### config.mk
export PLATFORM = sky130hd
export DESIGN_NAME = hazard_forward_unit
export DESIGN_NICKNAME = d
export VERILOG_FILES = /design/src/rtl/hazard_forward_unit.sv
export SDC_FILE = /design/constraint.sdc
export NUM_CORES = 1
export LEC_CHECK = 0
export BUFFER_PORTS_ARGS = -buffer_cell sky130_fd_sc_hd__buf_2
export CAP_MARGIN = 20
export CORE_ASPECT_RATIO = 1.2
export CORE_MARGIN = 4
export CORE_UTILIZATION = 40
export CTS_CLUSTER_DIAMETER = 60
export DETAILED_ROUTE_END_ITERATION = 16
export GPL_TIMING_DRIVEN = 0
export SLEW_MARGIN = 20
export SYNTH_ARGS = -nofsm -noshare
export SYNTH_HDL_FRONTEND = slang
export SYNTH_SLANG_ARGS = --single-unit
### constraint.sdc
create_clock -name clk -period 5.58 [get_ports clk]
set_input_delay 0.279 -clock clk [delete_from_list [all_inputs] [get_ports clk]]
set_output_delay 0.279 -clock clk [all_outputs]
set_load 0.03 [all_outputs]
### src/rtl/hazard_forward_unit.sv
// Shadow-pipeline hazard unit for a 5-stage core: tracks EX/MEM/WB destination
// info to drive operand-forward selects and a one-cycle load-use stall.
module hazard_forward_unit (
  input  logic        clk,
  input  logic        rst_n,
  input  logic        id_valid,
  input  logic [4:0]  id_rs1,
  input  logic [4:0]  id_rs2,
  input  logic        id_use_rs1,
  input  logic        id_use_rs2,
  input  logic [4:0]  id_rd,
  input  logic        id_RegWrite,
  input  logic        id_MemRead,
  input  logic        flush,
  output logic [1:0]  ForwardA,
  output logic [1:0]  ForwardB,
  output logic        Stall,
  output logic [15:0] stall_count
);

  localparam int unsigned REG_W = 5;
  localparam int unsigned SEL_W = 2;
  localparam int unsigned CNT_W = 16;

  localparam logic [SEL_W-1:0] SEL_RF  = 2'b00;
  localparam logic [SEL_W-1:0] SEL_WB  = 2'b01;
  localparam logic [SEL_W-1:0] SEL_MEM = 2'b10;
  localparam logic [CNT_W-1:0] CNT_MAX = '1;

  typedef struct packed {
    logic             valid;
    logic [REG_W-1:0] rs1;
    logic [REG_W-1:0] rs2;
    logic             use_rs1;
    logic             use_rs2;
    logic [REG_W-1:0] rd;
    logic             reg_write;
    logic             mem_read;
  } ex_entry_t;

  typedef struct packed {
    logic             valid;
    logic [REG_W-1:0] rd;
    logic             reg_write;
    logic             mem_read;
  } mem_entry_t;

  typedef struct packed {
    logic             valid;
    logic [REG_W-1:0] rd;
    logic             reg_write;
  } wb_entry_t;

  ex_entry_t  ex_q;
  mem_entry_t mem_q;
  wb_entry_t  wb_q;

  logic mem_prod;
  logic wb_prod;

  // Shadow pipeline; a stall or flush injects an all-zero bubble into EX
  always_ff @(posedge clk or negedge rst_n) begin
    if (!rst_n) begin
      ex_q        <= '0;
      mem_q       <= '0;
      wb_q        <= '0;
      stall_count <= '0;
    end else begin
      wb_q.valid      <= mem_q.valid;
      wb_q.rd         <= mem_q.rd;
      wb_q.reg_write  <= mem_q.reg_write;
      mem_q.valid     <= ex_q.valid;
      mem_q.rd        <= ex_q.rd;
      mem_q.reg_write <= ex_q.reg_write;
      mem_q.mem_read  <= ex_q.mem_read;
      if (Stall || flush) begin
        ex_q <= '0;
      end else begin
        ex_q.valid     <= id_valid;
        ex_q.rs1       <= id_rs1;
        ex_q.rs2       <= id_rs2;
        ex_q.use_rs1   <= id_use_rs1;
        ex_q.use_rs2   <= id_use_rs2;
        ex_q.rd        <= id_rd;
        ex_q.reg_write <= id_RegWrite;
        ex_q.mem_read  <= id_MemRead;
      end
      if (Stall && (stall_count != CNT_MAX)) begin
        stall_count <= stall_count + CNT_W'(1);
      end
    end
  end

  // Only real writers of a non-zero register can source a forward
  always_comb begin
    mem_prod = mem_q.valid && mem_q.reg_write && (mem_q.rd != '0);
    wb_prod  = wb_q.valid && wb_q.reg_write && (wb_q.rd != '0);
  end

  // MEM beats WB since it carries the newer value; loads in MEM never forward
  always_comb begin
    ForwardA = SEL_RF;
    ForwardB = SEL_RF;
    if (ex_q.use_rs1 && mem_prod && !mem_q.mem_read && (mem_q.rd == ex_q.rs1)) begin
      ForwardA = SEL_MEM;
    end else if (ex_q.use_rs1 && wb_prod && (wb_q.rd == ex_q.rs1)) begin
      ForwardA = SEL_WB;
    end
    if (ex_q.use_rs2 && mem_prod && !mem_q.mem_read && (mem_q.rd == ex_q.rs2)) begin
      ForwardB = SEL_MEM;
    end else if (ex_q.use_rs2 && wb_prod && (wb_q.rd == ex_q.rs2)) begin
      ForwardB = SEL_WB;
    end
  end

  // Load in EX feeding the instruction in ID; flush suppresses the stall
  always_comb begin
    Stall = 1'b0;
    if (id_valid && !flush && ex_q.valid && ex_q.mem_read && (ex_q.rd != '0)) begin
      Stall = (id_use_rs1 && (id_rs1 == ex_q.rd)) ||
              (id_use_rs2 && (id_rs2 == ex_q.rd));
    end
  end

endmodule

==> impl_metrics.ini, run 1 <==
[run_status]
status = finished with violations
violations = hold timing

[setup_path]
path_class = flop to output pin
critPathCaptureType = output pin
cp-start-kind = flop
crit_chain = xnor2_1 -> nand4_1 -> o22ai_2 -> and2_2 -> buf_2
cp.arrival_ns = 2.05
r2r_setup_slack_ns = 3.57
critPathSlowestCell = dfrtp_1
slowest_delay_ns = 0.47
rr_worst_depth = 6
required_ns = 5.30
path_max_fanout = 8

[drt]
route.detailed.drc = 0
dr.pass1.iters = 4
avgViaCountPerCell = 4.99
wl_per_cell_um = 14.5
routed_wl_um = 4350
via_count = 1491
antenna_left = 0
dr.first_iter.drc_count = 48

[die]
die_h_um = 90.5
chipWidth_um = 76.7
die_area_sq_um = 6950
core_sq_um = 5410
start_util = 0.420
io_pins = 44
rows = 29

[timing]
rsz0062_at_grt = false
clock.fmax_mhz = 429
finalMaxSlewViolations = 0
tightest_slew_ns = 0.619
post-route-period-util = 0.417
min_period_ns = 2.33
hold_viol = 16
fin_tns_setup_ns = 0
worst_clock_skew_ns = 0.00885
fin_hold_ws_ns = -0.00454
max_slew_margin = 0.587
setup-violations-final = 0

[clock_network]
cts.clk_slew.worst_paths_ns = 0.08
cts.hold.buffers_added = 0
clk_latency_ns = 0.30
cts_sinks = 51
cts_resized = 0
cts_made_buffers = 5
cts_root_buf = clkbuf_8
cts_tree = yes
clockBufferDepth = 2
cts_max_level = 2
post_cts_buffers = 0

[grt]
grt-ovfl-total = 0
antenna_found_initial = 0
grt_pass1_wl_um = 7580
grt_usage = 0.136
first_global_vias = 1567
grt_max_degree = 52

[place]
gp_congestion = 0.829
port_buffers = 43
dp_hpwl_um = 3260

[synth]
ys_ff_latch = 51
netlist-cell-type-count = 29
synthCells = 186
syn_area_per_cell_sq_um = 12.2
ys_warn_count = 0
syn-num-nets = 210
synthesis.area_sq_um = 2270
synth_seq_area_share = 0.563

[pwr]
power.leakage_nw = 1.31
p_per_area_nw_per_um2 = 276
max-vdd-ir-drop_uv = 166

[job]
cap_viol_max_count = 0

[final_layout]
final_nets = 260
postLayoutCoreUtil = 0.499
drive_above_1_share = 0.325
n_antenna_cell = 0
synthToLayoutAreaGrowth_pct = 18.9

[min_path]
hp-class = primary input to asynchronous set/reset pin
state kept, by name (all words and copies together) (netlist names):
register / count
mem_q: 8
stall_count: 16
wb_q: 7
ex_q: 20
layout make-up:
class                      instances  area, sq um
clock inverter                     2         60.1
clock buffer                       6         72.6
timing repair buffer              43          218
sequential                        51         1280
inverter                           1         3.75
fill                             479         2710
multi-input combinational        132          972
buffer                             2         16.3
tap                               62         77.6
Yosys cell counts (all sizes together):
cell type / count / share of area
o21ai: 2 / 0.0094
inv: 1 / 0.0017
xor2: 16 / 0.062
and4b: 1 / 0.0044
mux2: 2 / 0.0099
a21oi: 1 / 0.0072
nor3: 2 / 0.0044
and3: 4 / 0.011
and4: 2 / 0.0077
or4: 2 / 0.0083
nand4: 16 / 0.044
nor2: 8 / 0.013
buf: 2 / 0.0072
ha: 1 / 0.0055
dfrtp: 51 / 0.56
xnor2: 28 / 0.11
nand2b: 2 / 0.0055
and2: 21 / 0.068
o311a: 1 / 0.0044
o22ai: 1 / 0.0055
nand2: 6 / 0.0099
nand3: 8 / 0.018
nor4: 6 / 0.017
or3: 1 / 0.0028
nor3b: 1 / 0.0033
kinds of logic (layout without fill, tap and decap cells):
family | count (synthesis) | in the layout | share of synthesized area
simple gates | 80 | 80 | 0.217
fa+ha+maj | 1 | 1 | 0.00551
flops | 51 | 51 | 0.563
mux | 2 | 2 | 0.00993
buf+inv | 3 | 54 | 0.00882
xor+xnor | 44 | 44 | 0.170
compound gates | 5 | 5 | 0.0265
metal layers:
layer | up-vias | global-route usage | routed length (um)
li1 | 740 | - | -
met1 | 707 | 0.182 | 2040
met2 | 34 | 0.205 | 2010
met3 | 10 | 0.0359 | 179
met4 | 0 | 0.0604 | 109
met5 | - | 0 | 0
worst max-delay path, delay by kind of cell (launching register included):
family / cells / cell delay [ns]
flops: 1 / 0.47
compound gates: 1 / 0.46
simple gates: 2 / 0.41
xor+xnor: 1 / 0.22
buf+inv: 1 / 0.20
report_power, final:
part / total (mW) / switching, mW / internal (mW) / leakage (nW)
clock: 0.296 / 0.117 / 0.179 / 0.0654
sequential: 0.396 / 0.0132 / 0.382 / 0.675
combinational: 0.0533 / 0.0261 / 0.0271 / 0.567
total: 0.745 / 0.156 / 0.589 / 1.31
through the flow:
step / power, mW / hold WS [ns] / cell area (sq um) / worst slack, ns / std cells
floorplan: 0.432 / -0.0166 / 2270 / 3.56 / 186
global placement: 0.457 / 0.332 / 2560 / 3.61 / 291
detailed placement: 0.458 / 0.336 / 2560 / 3.57 / 291
CTS: 0.755 / 0.183 / 2690 / 3.23 / 299
global route: 0.778 / 0.0322 / 2700 / 3.13 / 299
finish: 0.745 / -0.00454 / 2700 / 3.25 / 299
path summary, 6_finish.rpt:
check,from,end
hold reg to reg,ex_q[1],mem_q[1]
setup reg to reg,ex_q[2],stall_count[12]
max in group asynchronous,rst_n,mem_q[3]
setup / recovery,ex_q[2],Stall
min in group clk,flush,ex_q[19]
hold / removal,rst_n,ex_q[5]
cell usage in the layout, fill, tap and decap left out, types with 3 or more instances in the layout:
cell type  netlist  final
dfrtp_1         51     51
buf_2            1     43
xnor2_1         28     28
and2_2          18     18
xor2_1          16     16
nand4_1         16     16
nor2_1           8      8
nand3_1          8      8
nand2_1          6      6
nor4_1           6      6
clkbuf_8         0      5
and3_1           4      4
and2_1           3      3
(Power assumes the default switching activity.)
==> run 2, diff against run 1 <==
==> constraint.sdc (replaced) <==
create_clock -name clk -period 2.4 [get_ports clk]
set_input_delay 0.12 -clock clk [delete_from_list [all_inputs] [get_ports clk]]
set_output_delay 0.12 -clock clk [all_outputs]
set_load 0.03 [all_outputs]
==> run 2 against run 1 <==
The run now ends clean. Largest power group unchanged. Final cell count up 0.33%. Clock-buffer cell count is the same. Worst hold slack better by 0.040 ns. Routed wire length rose by 0.14%. Combinational power up 130%. Clock skew is 0.00068 ns lower. Critical path depth stayed put. Die area did not move. Flip-flop and latch count is the same. Via count increased by 0.80%. Power grew 130%. Worst setup slack got worse by 3.0 ns. Highest routed layer unchanged.
==> impl_metrics.ini, run 2 (synthesis results as in run 1) <==
[timing]
min_period_ns = 2.17
hold_viol = 0
worst_clock_skew_ns = 0.00817
setup-violations-final = 0
max_slew_margin = 0.584
fin_tns_setup_ns = 0
rsz0062_at_grt = false
setup_slack_ns = 0.225
post-route-period-util = 0.906
finalMaxSlewViolations = 0
fin_hold_ws_ns = 0.0350
tightest_slew_ns = 0.624
clock.fmax_mhz = 460

[setup_path]
path_class = flop to output pin
cp_num_buf_inv = 1
cp-start-kind = flop
path_max_fanout = 8
crit_chain = xnor2_1 -> nand4_1 -> o22ai_2 -> and2_2 -> buf_2
cp.arrival_ns = 2.05
critPathSlowestCell = dfrtp_1
rr_worst_depth = 6
critPathCaptureType = output pin
path_depth = 5
cpLargestDelayFamily = flip-flops
required_ns = 2.28
slowest_delay_ns = 0.46

[grt]
grt_max_degree = 52
grt_pass1_wl_um = 7580
first_global_vias = 1567
antenna_found_initial = 0
grt_usage = 0.136
grt-ovfl-total = 0

[min_path]
hp-class = primary input to flop
hold_path_depth = 2

[drt]
wl_per_cell_um = 14.5
route.detailed.drc = 0
wl_met2_um = 1990
dr.pass1.iters = 4
dr.first_iter.drc_count = 47
top_layer_used = met4
met3WireLength_um = 185
via_count = 1503
m1WireLength_um = 2070
antenna_left = 0
avgViaCountPerCell = 5.01
routed_wl_um = 4350

[place]
numPlacedInstances = 291
dp_hpwl_um = 3260
dp_slack_ns = 0.391
gp_congestion = 0.829
port_buffers = 43

[final_layout]
top_register = ex_q
instances_no_fill = 300
largest_reg_flops = 20
layout_commonest_cell = dfrtp_1
drive_above_1_share = 0.324
synthToLayoutAreaGrowth_pct = 19.3
mostFrequentLayoutCells = dfrtp_1, buf_2, xnor2_1
final_nets = 261
reg_top3 = ex_q (20), stall_count (16), mem_q (8)
n_antenna_cell = 0
n_fill_cell = 476

[pwr]
power.leakage_nw = 1.31
p_per_area_nw_per_um2 = 641
max-vdd-ir-drop_uv = 329

[clock_network]
cts_tree = yes
cts_max_level = 2
cts_root_buf = clkbuf_8
clockBufferDepth = 2
cts_made_buffers = 5
cts.clk_slew.worst_paths_ns = 0.09
cts_sinks = 51
cts_resized = 0
clk_latency_ns = 0.30

[die]
core_sq_um = 5410
io_pins = 44
rows = 29
die_area_sq_um = 6950
chipWidth_um = 76.7
die_h_um = 90.5
start_util = 0.420

[job]
cap_viol_max_count = 0

[run_status]
status = completed
## run 2: worst reg2reg max path: stages (launching register included)
cell and delay [ns]:
dfrtp_1 0.46, xnor2_1 0.22, nand4_1 0.15, o22ai_2 0.46
buf_2 0.31, nand4_1 0.14, xnor2_1 0.16
## run 2: routing by layer
metal	up-vias	GRT usage
li1	742	-
met1	714	0.182
met2	37	0.205
met3	10	0.0359
met4	0	0.0604
met5	-	0
## run 2: through the flow
stage / total power, mW / utilization / cell area [sq um]
final: 1.73 / 0.501 / 2710
after global routing: 1.81 / 0.501 / 2710
after CTS: 1.75 / 0.498 / 2690
after detailed placement: 1.06 / 0.474 / 2560
after global placement: 1.06 / 0.474 / 2560
after floorplan: 1.00 / - / 2270
## run 2: area by class of cell
cell class | count | area [sq um] | share of cell area
plain buffers | 2 | 16.3 | 0.00601
inverters | 1 | 3.75 | 0.00139
multi-input cells | 132 | 972 | 0.359
repair buffers | 44 | 228 | 0.0841
well taps | 62 | 77.6 | 0.0287
clock inverters | 2 | 60.1 | 0.0222
flip-flops and latches | 51 | 1280 | 0.472
clock buffers | 6 | 72.6 | 0.0268
## run 2: repair_timing
item,4_1_cts,5_1_grt
hold buffers,0,1
endpoints found under the hold margin,0,51
setup buffers,0,0
## run 2: power breakdown
group | total [mW] | switching, mW | leakage, nW | internal (mW)
Clock | 0.690 | 0.273 | 0.0654 | 0.417
Combinational | 0.125 | 0.0611 | 0.572 | 0.0642
Sequential | 0.920 | 0.0307 | 0.675 | 0.889
Total | 1.73 | 0.365 | 1.31 | 1.37
## run 2: path summary, 6_finish.rpt
path,slack (ns),endpoint,startpoint
max in group asynchronous,1.61,mem_q[5],rst_n
min,0.03,ex_q[19],flush
max reg2reg,0.38,stall_count[12],ex_q[2]
max,0.23,Stall,ex_q[2]
min reg2reg,0.35,mem_q[1],ex_q[1]
min in group asynchronous,0.37,ex_q[3],rst_n
